===== src/rtl/join_match_mem.sv =====
// join_match_mem: dataflow operand matching store. One packet at a time is
// looked up against 64 stored operands; an external controller picks the
// entry to write or consume. Joined or bypassed packets leave through a
// valid/ready output register.
module join_match_mem #(
  parameter int ENTRIES = 64,
  parameter int TAG_W   = 10,
  parameter int DATA_W  = 16
) (
  input  logic                CP,
  input  logic                MR,
  input  logic                IN_VALID,
  output logic                IN_READY,
  input  logic                IN_MF,
  input  logic                IN_LR,
  input  logic [TAG_W-1:0]    IN_TAG,
  input  logic [DATA_W-1:0]   IN_DATA,
  output logic [ENTRIES-1:0]  FIRE,
  output logic [ENTRIES-1:0]  VALID,
  output logic                MF,
  input  logic                WR_E,
  input  logic                DEL,
  input  logic [5:0]          ADDR,
  output logic                OUT_VALID,
  input  logic                OUT_READY,
  output logic [TAG_W-1:0]    OUT_TAG,
  output logic [DATA_W-1:0]   OUT_DL,
  output logic [DATA_W-1:0]   OUT_DR,
  output logic                OVF
);

  typedef enum logic [1:0] {IDLE, LOOK, COMMIT, EMIT} state_t;

  state_t r_state;
  state_t w_next;

  // Packet in flight.
  logic              r_pkt_mf;
  logic              r_pkt_lr;
  logic [TAG_W-1:0]  r_pkt_tag;
  logic [DATA_W-1:0] r_pkt_data;

  // Entry storage; only the occupancy flags are reset.
  logic [ENTRIES-1:0] r_vld;
  logic               r_ent_lr   [ENTRIES];
  logic [TAG_W-1:0]   r_ent_tag  [ENTRIES];
  logic [DATA_W-1:0]  r_ent_data [ENTRIES];

  logic [TAG_W-1:0]  r_out_tag;
  logic [DATA_W-1:0] r_out_dl;
  logic [DATA_W-1:0] r_out_dr;
  logic              r_ovf;

  logic w_commit_match;
  logic w_full;
  logic w_write;
  logic w_ovf;
  logic w_del;
  logic w_bypass;

  assign w_commit_match = (r_state == COMMIT) && r_pkt_mf;
  assign w_full         = &r_vld;
  assign w_write        = w_commit_match && WR_E && !w_full;
  assign w_ovf          = w_commit_match && WR_E && w_full;
  assign w_del          = w_commit_match && !WR_E && DEL;
  assign w_bypass       = (r_state == COMMIT) && !r_pkt_mf;

  assign VALID   = r_vld;
  assign MF      = (r_state == LOOK) ? r_pkt_mf : 1'b1;
  assign OUT_TAG = r_out_tag;
  assign OUT_DL  = r_out_dl;
  assign OUT_DR  = r_out_dr;
  assign OVF     = r_ovf;

  // State register.
  always_ff @(posedge CP or posedge MR) begin
    // NOTE: sequential state uses non-blocking assignments so every flop
    // samples pre-edge values regardless of block ordering.
    if (MR) r_state <= IDLE;
    else    r_state <= w_next;
  end

  // Next-state and handshake outputs.
  always_comb begin
    // NOTE: every output gets a default first so no path leaves it unassigned
    // and no latch is inferred.
    w_next    = r_state;
    IN_READY  = 1'b0;
    OUT_VALID = 1'b0;
    unique case (r_state)
      IDLE: begin
        IN_READY = 1'b1;
        if (IN_VALID) w_next = LOOK;
      end
      LOOK: w_next = COMMIT;
      COMMIT: begin
        if (!r_pkt_mf)  w_next = EMIT;
        else if (WR_E)  w_next = IDLE;
        else if (DEL)   w_next = EMIT;
        else            w_next = IDLE;
      end
      EMIT: begin
        OUT_VALID = 1'b1;
        if (OUT_READY) w_next = IDLE;
      end
      default: w_next = IDLE;
    endcase
  end

  // Per-entry match against the packet, only while looking up.
  always_comb begin
    FIRE = '0;
    for (int i = 0; i < ENTRIES; i++) begin
      FIRE[i] = r_vld[i] && (r_ent_tag[i] == r_pkt_tag) &&
                (r_ent_lr[i] != r_pkt_lr) && r_pkt_mf && (r_state == LOOK);
    end
  end

  // Packet capture, occupancy flags, output register and sticky overflow.
  always_ff @(posedge CP or posedge MR) begin
    if (MR) begin
      r_pkt_mf   <= 1'b0;
      r_pkt_lr   <= 1'b0;
      r_pkt_tag  <= '0;
      r_pkt_data <= '0;
      r_vld      <= '0;
      r_out_tag  <= '0;
      r_out_dl   <= '0;
      r_out_dr   <= '0;
      r_ovf      <= 1'b0;
    end else begin
      if (r_state == IDLE && IN_VALID) begin
        r_pkt_mf   <= IN_MF;
        r_pkt_lr   <= IN_LR;
        r_pkt_tag  <= IN_TAG;
        r_pkt_data <= IN_DATA;
      end
      if (w_bypass) begin
        r_out_tag <= r_pkt_tag;
        r_out_dl  <= r_pkt_lr ? '0 : r_pkt_data;
        r_out_dr  <= r_pkt_lr ? r_pkt_data : '0;
      end
      if (w_write) r_vld[ADDR] <= 1'b1;
      if (w_ovf)   r_ovf <= 1'b1;
      if (w_del) begin
        r_vld[ADDR] <= 1'b0;
        r_out_tag   <= r_pkt_tag;
        r_out_dl    <= r_pkt_lr ? r_ent_data[ADDR] : r_pkt_data;
        r_out_dr    <= r_pkt_lr ? r_pkt_data : r_ent_data[ADDR];
      end
    end
  end

  // Entry payload write.
  always_ff @(posedge CP) begin
    // NOTE: the payload array has no reset; its contents are only trusted
    // where r_vld is set, which keeps it a plain RAM.
    if (w_write) begin
      r_ent_lr[ADDR]   <= r_pkt_lr;
      r_ent_tag[ADDR]  <= r_pkt_tag;
      r_ent_data[ADDR] <= r_pkt_data;
    end
  end

endmodule


===== config.mk =====
export PLATFORM = sky130hd
export DESIGN_NAME = join_match_mem
export DESIGN_NICKNAME = d
export VERILOG_FILES = /design/src/rtl/join_match_mem.sv
export SDC_FILE = /design/constraint.sdc
export NUM_CORES = 2
export LEC_CHECK = 0
export BUFFER_PORTS_ARGS = -buffer_cell sky130_fd_sc_hd__buf_2
export CELL_PAD_IN_SITES_DETAIL_PLACEMENT = 1
export CELL_PAD_IN_SITES_GLOBAL_PLACEMENT = 1
export CORE_ASPECT_RATIO = 0.8
export CORE_UTILIZATION = 40
export DETAILED_ROUTE_END_ITERATION = 12
export PLACE_DENSITY = 0.72
export SLEW_MARGIN = 10
export SYNTH_ARGS = -nofsm -noshare
export SYNTH_HDL_FRONTEND = slang
export SYNTH_SLANG_ARGS = --single-unit

===== constraint.sdc =====
create_clock -name CP -period 12.2 [get_ports CP]
set_clock_uncertainty 0.05 [all_clocks]
set_input_delay 1.22 -clock CP [delete_from_list [all_inputs] [get_ports CP]]
set_output_delay 1.22 -clock CP [all_outputs]
set_load 0.03 [all_outputs]

==> reports/results.ini <==
[status]
status = complete, no violations

[power]
power_density_nw_per_um2 = 211
switching_share_pct = 31.2
p_leak_nw = 28.5
p_int_mw = 12.3
ir_worst_vdd_mv = 0.291
p_switching_mw = 5.58
p_comb_share_pct = 20.1
pwr-share-clk_pct = 31.5
p_seq_share_pct = 48.4

[synthesis]
yosysWarnings = 0
syn_inst = 4516
syn_avg_cell_area_um2 = 16.6
synth_edf_count = 1728
synthFlopType = edfxtp_1
async_flop_share_pct = 7.35
ys_seq_elements = 1865
ys_seq_area_share_pct = 74.0
syn-cell-area_um2 = 74700
syn-num-nets = 4556
ys_types = 60

[final_layout]
final_cell_mix = 1728 x edfxtp_1, 370 x xnor2_1, 334 x xor2_1
final_cells = 7337
final_common_cell = edfxtp_1
fill_cells = 17647
drive_above_1_share_pct = 15.3
area_growth_pct = 13.7
fin_nets = 4790

[job]
cap_violations = 0

[routing]
postRouteAntennaNets = 0
wire_per_inst_um = 30.1
first_pass_iters = 5
drt-initial-drc-count = 5153
vias_per_cell = 5.92
drcViolationCount = 0
routed_wl_um = 221000
vias = 43429

[floorplan]
coreArea_um2 = 185000
die_w_um = 485
rows = 141
start_util_pct = 40.4
die_area_um2 = 189000
die_y_um = 389
pin_count = 214

[sta]
period_share_pct = 46.2
timing.fmax_mhz = 177
whs_ns = 0.423
finalHoldViolCount = 0
tightestPinTransition_ns = 1.33
min_period_ns = 5.64
finalSetupTns_ns = 0
slew_headroom_pct = 10.7
drv_slew = 0
setup_viol = 0
rsz0062_at_grt = no

[critical_path]
arrival_ns = 4.37
cp.required_ns = 10.93
crit_fanout = 37
crit_type = reg2out
worstSetupStartpointType = register
worst_setup_path_end_kind = primary output

[clock_network]
cts_tree = built
cts_buffers = 181
clockRootBuffer = clkbuf_16
htree_levels = 4
insertion_delay_ns = 0.84
cts_hold_buffers = 0
post_cts_resize_count = 0
cts_setup_buffers = 0
clkTransAtPathRegs_ns = 0.06
cts.path.max_buffers = 3
clock_sinks = 1865

[place]
dp_hpwl_um = 131000
port_buffers = 213
place.gp.congestion = 0.843
placed_cells = 6997

[global_routing]
grt_pass1_wl_um = 318000
antenna_found_initial = 21
grt_pass1_vias = 44079
grt_max_degree = 116
grt_usage_pct = 23.0
grt-ovfl-total = 0

[worst_hold_path]
hold_class = reg2reg

## critical path, stage by stage (launching register included)
cell     delay, ns
dfrtp_4       0.83
buf_4         0.66
buf_4         0.56
xnor2_1       0.19
nand4_1       0.12
nor4_1        0.48
and4_1        0.35
buf_2         0.22
## area by class of cell
type | count | area, um2 | share of cell area, %
sequential | 1865 | 55400 | 65.2
multi-input combinational | 2273 | 18200 | 21.4
clock buffer | 240 | 4850 | 5.71
tap | 2431 | 3040 | 3.58
timing repair buffer | 344 | 2150 | 2.53
clock inverter | 94 | 1050 | 1.24
inverter | 85 | 324 | 0.381
antenna | 5 | 12.5 | 0.0147
## metal layers
metal	routed length (um)	global-route usage, %	vias to the layer above
met4	6270	7.39	10
met5	56	0	-
met2	102000	35.8	2111
met1	94700	32.7	22892
li1	-	-	18050
met3	18000	4.17	366
## power by group through the flow
stage / registers, mW / logic, mW / clock network [mW]
final: 8.67 / 3.59 / 5.64
after global routing: 8.70 / 3.83 / 5.91
after CTS: 8.67 / 3.61 / 5.70
after detailed placement: 8.80 / 3.57 / 0
after global placement: 8.78 / 3.42 / 0
after floorplan: 8.90 / 1.91 / 0
## cell families after synthesis
| family | count (synthesis) | synth area share (%) |
|---|---|---|
| AOI/OAI and AO/OA | 658 | 6.73 |
| muxes | 298 | 4.20 |
| DFF | 1865 | 74.0 |
| buffers and inverters | 378 | 2.12 |
| xor gates and xnor gates | 704 | 8.25 |
| and+or+nand+nor | 613 | 4.69 |
## synth_stat cells (all sizes together), types with 3 or more instances
cell type	number	area, um2
a21oi	56	280
a221o	34	340
a221oi	114	1010
a22o	4	35.0
a22oi	8	60.1
a2bb2oi	48	420
and2	7	43.8
and4	64	561
and4bb	13	163
buf	145	712
clkbuf	148	556
dfrtp	137	3430
edfxtp	1728	51900
inv	85	319
mux2	31	353
mux2i	258	2580
mux4	9	203
nand2	128	480
nand2b	8	50.1
nand3	10	50.1
nand3b	5	37.5
nand4	87	544
nor2	110	413
nor2b	7	43.8
nor3	10	50.1
nor3b	19	143
nor4	133	838
o2111ai	14	123
o211ai	4	30.0
o21a	27	203
o21ai	53	265
o221ai	3	26.3
o22a	32	280
o22ai	118	738
o31ai	40	300
o32a	14	140
o32ai	81	709
or2	3	18.8
or3	3	18.8
xnor2	370	3240
xor2	334	2930
## stage by stage
step                util [%]  instance area, um2  total power, mW  worst slack (ns)
floorplan                  -               74700             10.8              7.26
global placement        42.7               79100             12.2              6.34
detailed placement      42.7               79100             12.4              6.27
CTS                     45.9               85000             18.0              6.49
global route            45.9               85000             18.4              6.49
finish                  45.9               85000             17.9              6.56
## flip-flops by register name, indices dropped and copies added (netlist names), 2 cells and up, named ones only
register	flops
r_ent_data	1024
r_state	2
r_pkt_data	16
OUT_DR	16
VALID	63
r_pkt_tag	10
OUT_DL	16
r_ent_lr	64
r_ent_tag	640
OUT_TAG	10
## worst paths after layout
path	start	depth (start not counted)	slack (ns)	end
max in group asynchronous	MR	3	10.12	VALID[38]$_DFF_PP0_
max reg2reg	VALID[55]$_DFF_PP0_	7	7.17	VALID[42]$_DFF_PP0_
max	r_pkt_tag[6]$_DFFE_PP0P_	7	6.56	FIRE[51]
min	OUT_TAG[2]$_DFFE_PP0P_	2	0.42	OUT_TAG[2]$_DFFE_PP0P_
min reg2reg	OUT_TAG[2]$_DFFE_PP0P_	2	0.42	OUT_TAG[2]$_DFFE_PP0P_
min in group asynchronous	MR	2	0.46	r_pkt_data[5]$_DFFE_PP0P_
Power figures use the tool's default switching activity.
